`config.mk`:
```
export PLATFORM = sky130hd
export DESIGN_NAME = dispatch_demux_1to3
export DESIGN_NICKNAME = d
export VERILOG_FILES = /design/src/rtl/dispatch_demux_1to3_pkg.sv /design/src/rtl/dispatch_demux_1to3_slot.sv /design/src/rtl/dispatch_demux_1to3.sv
export SDC_FILE = /design/constraint.sdc
export NUM_CORES = 1
export LEC_CHECK = 0
export CORE_MARGIN = 5
export CORE_UTILIZATION = 43
export DETAILED_ROUTE_END_ITERATION = 7
export PLACE_DENSITY = 0.78
export RECOVER_POWER = 50
export SYNTH_ARGS = -nofsm -noshare
export SYNTH_HDL_FRONTEND = slang
export SYNTH_SLANG_ARGS = --single-unit
export TNS_END_PERCENT = 50
```
`constraint.sdc`:
```
create_clock -name clk -period 1.2 [get_ports clk]
set_input_delay 0.24 -clock clk [delete_from_list [all_inputs] [get_ports clk]]
set_output_delay 0.24 -clock clk [all_outputs]
set_load 0.1 [all_outputs]
```
`src/rtl/dispatch_demux_1to3_pkg.sv`:
```
// ----------------------------------------------------------------------------
// dispatch_demux_1to3_pkg
//
// Purpose: shared constants for the 1-to-3 dispatch demultiplexer: default
//          word width, default select width, channel count and the channel
//          index encoding used on in_sel.
//
// Contents:
//   DEFAULT_WORD_SIZE  default data width of every channel
//   DEFAULT_SEL_W      default width of the destination select field
//   NUM_CH             number of real output channels (a, b, c)
//   ch_e               channel index encoding (CH_A..CH_C, CH_ILLEGAL)
// ----------------------------------------------------------------------------
package dispatch_demux_1to3_pkg;

    localparam int DEFAULT_WORD_SIZE = 8;
    localparam int DEFAULT_SEL_W     = 2;
    localparam int NUM_CH            = 3;

    // Destination encoding carried on in_sel. CH_ILLEGAL is accepted and
    // discarded by the demux; it never reaches a slot.
    typedef enum logic [1:0] {
        CH_A       = 2'd0,
        CH_B       = 2'd1,
        CH_C       = 2'd2,
        CH_ILLEGAL = 2'd3
    } ch_e;

endpackage

```
`src/rtl/dispatch_demux_1to3_slot.sv`:
```
// ----------------------------------------------------------------------------
// demux_slot
//
// Purpose: one-entry registered output slot (data register plus valid bit)
//          with ready/valid handshake on the consumer side. A fill and a
//          drain in the same cycle keep the slot full and load the new word,
//          so a continuously-ready consumer sees back-to-back words.
//
// Ports:
//   clk        in   clock, rising edge
//   reset      in   synchronous active-high reset (clears valid and data)
//   fill       in   load fill_data into the slot at the next edge
//   fill_data  in   word to load
//   out_ready  in   consumer accepts the slot word this cycle
//   out_valid  out  slot holds a word
//   out_data   out  registered slot word (holds last value after a drain)
//   slot_free  out  slot can take a word this cycle (empty or draining)
// ----------------------------------------------------------------------------
module demux_slot #(
    parameter int WORD_SIZE = 8
) (
    input  logic                 clk,
    input  logic                 reset,
    input  logic                 fill,
    input  logic [WORD_SIZE-1:0] fill_data,
    input  logic                 out_ready,
    output logic                 out_valid,
    output logic [WORD_SIZE-1:0] out_data,
    output logic                 slot_free
);

    logic                 valid_q;
    logic                 valid_d;
    logic [WORD_SIZE-1:0] data_q;
    logic [WORD_SIZE-1:0] data_d;

    // Free when empty, or when the current word leaves at this edge.
    assign slot_free = ~valid_q | out_ready;

    always_comb begin
        valid_d = valid_q;
        data_d  = data_q;
        if (fill) begin
            // A fill wins over a drain: the slot stays valid with the new word.
            valid_d = 1'b1;
            data_d  = fill_data;
        end else if (valid_q && out_ready) begin
            // Drain without fill: only valid drops, data keeps its value.
            valid_d = 1'b0;
        end
    end

    always_ff @(posedge clk) begin
        if (reset) begin
            valid_q <= 1'b0;
            data_q  <= '0;
        end else begin
            valid_q <= valid_d;
            data_q  <= data_d;
        end
    end

    assign out_valid = valid_q;
    assign out_data  = data_q;

endmodule

```
`src/rtl/dispatch_demux_1to3.sv`:
```
// ----------------------------------------------------------------------------
// dispatch_demux_1to3
//
// Purpose: routes words from one producer to one of three independent
//          consumer channels (a, b, c) selected by in_sel. Each channel owns
//          a one-entry slot, so a stalled channel never blocks the others.
//          in_sel = 3 is an illegal destination: the word is accepted and
//          dropped.
//
// Configuration macro:
//   DISPATCH_ERR_EN  when defined, adds the err output: a sticky flag set by
//                    any accepted illegal-select word, cleared only by reset.
//                    When undefined, the err port and register do not exist.
//
// Ports:
//   clk                         in   clock, rising edge
//   reset                       in   synchronous active-high reset
//   in_data   [WORD_SIZE]       in   producer word
//   in_sel    [SEL_W]           in   destination 0->a, 1->b, 2->c, else illegal
//   in_valid                    in   producer offers a word
//   in_ready                    out  word accepted this cycle (combinational)
//   out_{a,b,c}_data            out  registered channel words
//   out_{a,b,c}_valid           out  channel slot holds a word
//   out_{a,b,c}_ready           in   consumer accepts the channel word
//   err                         out  sticky illegal-select flag (optional)
// ----------------------------------------------------------------------------
module dispatch_demux_1to3
    import dispatch_demux_1to3_pkg::*;
#(
    parameter int WORD_SIZE = DEFAULT_WORD_SIZE,
    parameter int SEL_W     = DEFAULT_SEL_W
) (
    input  logic                 clk,
    input  logic                 reset,
    input  logic [WORD_SIZE-1:0] in_data,
    input  logic [SEL_W-1:0]     in_sel,
    input  logic                 in_valid,
    output logic                 in_ready,
    output logic [WORD_SIZE-1:0] out_a_data,
    output logic [WORD_SIZE-1:0] out_b_data,
    output logic [WORD_SIZE-1:0] out_c_data,
    output logic                 out_a_valid,
    output logic                 out_b_valid,
    output logic                 out_c_valid,
    input  logic                 out_a_ready,
    input  logic                 out_b_ready,
    input  logic                 out_c_ready
`ifdef DISPATCH_ERR_EN
    ,
    output logic                 err
`endif
);

    logic [NUM_CH-1:0]    sel_hit;
    logic [NUM_CH-1:0]    slot_free;
    logic [NUM_CH-1:0]    slot_fill;
    logic [NUM_CH-1:0]    slot_ready;
    logic [NUM_CH-1:0]    slot_valid;
    logic [WORD_SIZE-1:0] slot_data [NUM_CH];
    logic                 sel_legal;

    assign slot_ready = {out_c_ready, out_b_ready, out_a_ready};

    // Select decode and per-channel slots. Any select value outside the
    // channel range (3, or larger when SEL_W is widened) hits no slot.
    generate
        for (genvar gi = 0; gi < NUM_CH; gi++) begin : g_ch
            assign sel_hit[gi] = (in_sel == SEL_W'(gi));

            // Fill only the selected slot, and only when it can take the word.
            // The fill is independent of reset: the slot's reset overrides it.
            assign slot_fill[gi] = in_valid & sel_hit[gi] & slot_free[gi];

            demux_slot #(
                .WORD_SIZE (WORD_SIZE)
            ) u_slot (
                .clk       (clk),
                .reset     (reset),
                .fill      (slot_fill[gi]),
                .fill_data (in_data),
                .out_ready (slot_ready[gi]),
                .out_valid (slot_valid[gi]),
                .out_data  (slot_data[gi]),
                .slot_free (slot_free[gi])
            );
        end
    endgenerate

    assign sel_legal = |sel_hit;

    // in_ready depends only on in_sel, slot state and the channel readies,
    // never on in_valid. Illegal selects are always consumed.
    assign in_ready = sel_legal ? |(sel_hit & slot_free) : 1'b1;

    assign out_a_data  = slot_data[CH_A];
    assign out_b_data  = slot_data[CH_B];
    assign out_c_data  = slot_data[CH_C];
    assign out_a_valid = slot_valid[CH_A];
    assign out_b_valid = slot_valid[CH_B];
    assign out_c_valid = slot_valid[CH_C];

`ifdef DISPATCH_ERR_EN
    logic err_q;
    logic err_d;

    // An illegal word is always accepted (in_ready=1), so in_valid alone
    // marks the acceptance.
    always_comb begin
        err_d = err_q;
        if (in_valid && !sel_legal) begin
            err_d = 1'b1;
        end
    end

    always_ff @(posedge clk) begin
        if (reset) begin
            err_q <= 1'b0;
        end else begin
            err_q <= err_d;
        end
    end

    assign err = err_q;
`endif

endmodule

```
==> flow_summary_export.csv <==
group,metric,value,unit
run_status,run_status,"finished with violations",
run_status,violations,"negative setup slack",
place,post-dp-hpwl,2.05,mm
power,cellPowerDensity,941,mW/mm^2
power,vdd_drop_max,0.910,mV
critical_path,cp_slowest_stage_delay,400,ps
critical_path,worst_r2r_end,"g_ch[0].u_slot.out_data[4]",
clock_tree,clk_root_buffer_cell,"sky130_fd_sc_hd__clkbuf_4",
global_route,grt_start_max_net_pins,19,
synthesis,ys_ff_latch,27,
clock_tree,clk_pin_slew_worst_paths,140,ps
routing,drt_pre_antenna_iters,4,
critical_path,critical_path.reg2reg.startpoint,"g_ch[0].u_slot.out_valid",
global_route,first_global_vias,971,
critical_path,timing.critical_path.required,960,ps
timing,fmax,694,MHz
clock_tree,tritoncts.num_buffers,3,
timing,final-max-slew-violation-count,0,
die,floorplan.initialDensity,45.9,%
routing,remaining_drc_errors,0,
global_route,first_pass_grt_wire_length,4.16,mm
clock_tree,cts-htree-levels,1,
min_path,timing.hold.worst_path_depth,3,
min_path,holdCritPathClass,"input port to flop",
die,dieHeight,61.9,um
global_route,globalRouteOverflowTotal,0,
routing,detailroute.via_count,931,
critical_path,worstPathCellList,"clkdlybuf4s50_1 > nand2b_4 > o21ai_2 > o21ai_4 > buf_12",
global_route,antenna_violations_before_repair,0,
final_layout,final_area,0.00206,sq mm
timing,max_slew.worst_pin.slew,279,ps
critical_path,worstPathMaxFanout,2,
final_layout,antenna_cells,0,
final_layout,final_layout_size_suffix_gt1_share,50.3,%
final_layout,area_growth,78.0,%
critical_path,crit_path_start_kind,"input port",
die,core_region_area,0.00252,sq mm
synthesis,synth-warning-count,0,
timing,finalCritPeriodShare,120,%
synthesis,synth-seq-area-share,46.7,%
timing,final-hold-violation-count,0,
critical_path,timing_worst_setup_path_type,"input port to output port",
timing,period_needed,1440,ps
die,row_count,18,
critical_path,timing.reg2reg.worst_path_depth,4,
timing,max-slew-margin-rel,81.4,%
critical_path,cp.buffers_inverters,2,
final_layout,layout.core_utilization,81.7,%
critical_path,timing.critical_path.from,"out_c_ready",
min_path,hold_path_end,"g_ch[0].u_slot.out_valid",
timing,finalClockSkew,5.21,ps
clock_tree,numClockSinks,27,
synthesis,synth.net_count,124,
synthesis,post_synth_inst_count,108,
critical_path,worst_path_dominant_cell_family,"buffers and inverters",
clock_tree,tritoncts_clock_tree,"built",
final_layout,finish.net_count,176,
die,chipWidth,61.9,um
run,max_cap_viol_count,0,
routing,initialDrtViolationCount,2,
routing,route.detailed.wl_per_inst,13.5,um
routing,vias_per_cell,4.93,
die,floorplan.die_area,0.00383,sq mm
place,place_area,0.00199,sq mm
place,placement.io_buffers,43,
final_layout,fillCellCount,156,
clock_tree,cts_hold_repair_buffers,0,
critical_path,timing.critical_path.to_type,"output port",
timing,unrepaired_setup_endpoints_after_global_routing,"yes",
synthesis,synthDistinctLibCells,17,
die,ioPinCount,44,
clock_tree,clock_path_buffers,2,
min_path,hold_path_startpoint,"in_valid",
critical_path,worst_ep_arrival_time,1200,ps
routing,finalWirelength,2.55,mm
timing,setup_viol,3,
critical_path,reg2reg_setup_slack,140,ps
place,routabilityCongestion,0.754,
clock_tree,clock_insertion_delay_worst_skew,320,ps
timing,final_critical_path_setup_slack,-240,ps
routing,route.antenna.remaining_nets,0,
global_route,global_route.usage.total,14.6,%
critical_path,critPathSlowestCell,"sky130_fd_sc_hd__clkdlybuf4s50_1",
power,power.total,1940,uW
power,leakagePower,0.000901,uW
synthesis,synthesis.area,0.00116,sq mm
synthesis,synth_area_per_cell,10.7,sq um
## area by class of cell
type	instances	area [sq um]	share of cell area, %
clock buffers	3	22.5	1.09
clock inverters	1	5.00	0.243
multi-input cells	74	621	30.1
flip-flops and latches	27	582	28.2
well taps	30	37.5	1.82
repair buffers	54	795	38.5
## worst reg2reg max path: stages, from the launching register on
cell and delay (ps):
sky130_fd_sc_hd__dfxtp_4 400, sky130_fd_sc_hd__nand2b_4 60, sky130_fd_sc_hd__buf_4 140, sky130_fd_sc_hd__nand2_1 190, sky130_fd_sc_hd__mux2i_1 210
## sequential cells by signal (all words and copies together) (netlist names)
name	cells
g_ch.u_slot.out_valid	3
g_ch.u_slot.out_data	24
## layout by cell type (no fill, tap or decap), drive strengths merged
master	synthesis	layout
buf	3	39
mux2i	25	25
nor2b	1	1
clkdlybuf4s50	0	10
nor3b	1	1
o21ai	2	2
nand3b	2	2
dfxtp	27	27
dlygate4sd2	0	4
nand2b	37	37
and2	1	1
nand2	1	1
or3b	1	1
dlymetal6s2s	0	1
a21oi	3	3
clkbuf	4	3
clkinv	0	1
## synthesized netlist by cell type, drive strengths merged
| cell | number | area, sq um |
|---|---|---|
| nand2b | 37 | 249 |
| dfxtp | 27 | 541 |
| mux2i | 25 | 250 |
| clkbuf | 4 | 16.3 |
| a21oi | 3 | 15.0 |
| buf | 3 | 30.0 |
| nand3b | 2 | 15.0 |
| o21ai | 2 | 10.0 |
| and2 | 1 | 6.26 |
| nand2 | 1 | 3.75 |
| nor2b | 1 | 6.26 |
| nor3b | 1 | 7.51 |
| or3b | 1 | 8.76 |
## stage by stage
step | std cells | hold WS (ps) | worst slack (ps) | setup TNS (ps)
global placement | 183 | 481 | -422 | -8780
detailed placement | 183 | 487 | -459 | -9890
CTS | 189 | 415 | -251 | -322
floorplan | 108 | 416 | -265 | -617
global route | 189 | 317 | -299 | -430
finish | 189 | 329 | -240 | -290
## cells by family after synthesis
family	after synthesis	share of synthesized area [%]
compound gates	5	2.16
simple gates	44	25.6
mux	25	21.6
flops	27	46.7
buf+inv	7	4.00
## worst max-delay path by stage
stage | end | depth (start not counted)
2_1_floorplan | in_ready | 3
3_3_place_gp | in_ready | 4
3_5_place_dp | g_ch[0].u_slot.out_data[1] | 4
4_1_cts | in_ready | 4
5_1_grt | in_ready | 4
6_report | in_ready | 5
## repair_timing
item,CTS,global route
setup buffers,2,0
pin swaps,2,0
cloned,0,0
resized for setup,8,12
setup endpoints to repair,13,21
## power by group
group          switching (uW)  internal, uW  total, uW
combinational             339           247        586
clock                     264           125        389
sequential               35.2           930        965
## metal layers
| metal | share of wire (%) | global-route usage [%] | up-vias |
|---|---|---|---|
| met3 | 7.7 | 4.55 | 4 |
| met5 | 0 | 0 | - |
| met1 | 43 | 17.7 | 437 |
| met4 | 0.90 | 3.64 | 0 |
| li1 | - | - | 460 |
| met2 | 48 | 25.0 | 30 |
Note: power is estimated with default switching activity, not from simulation.
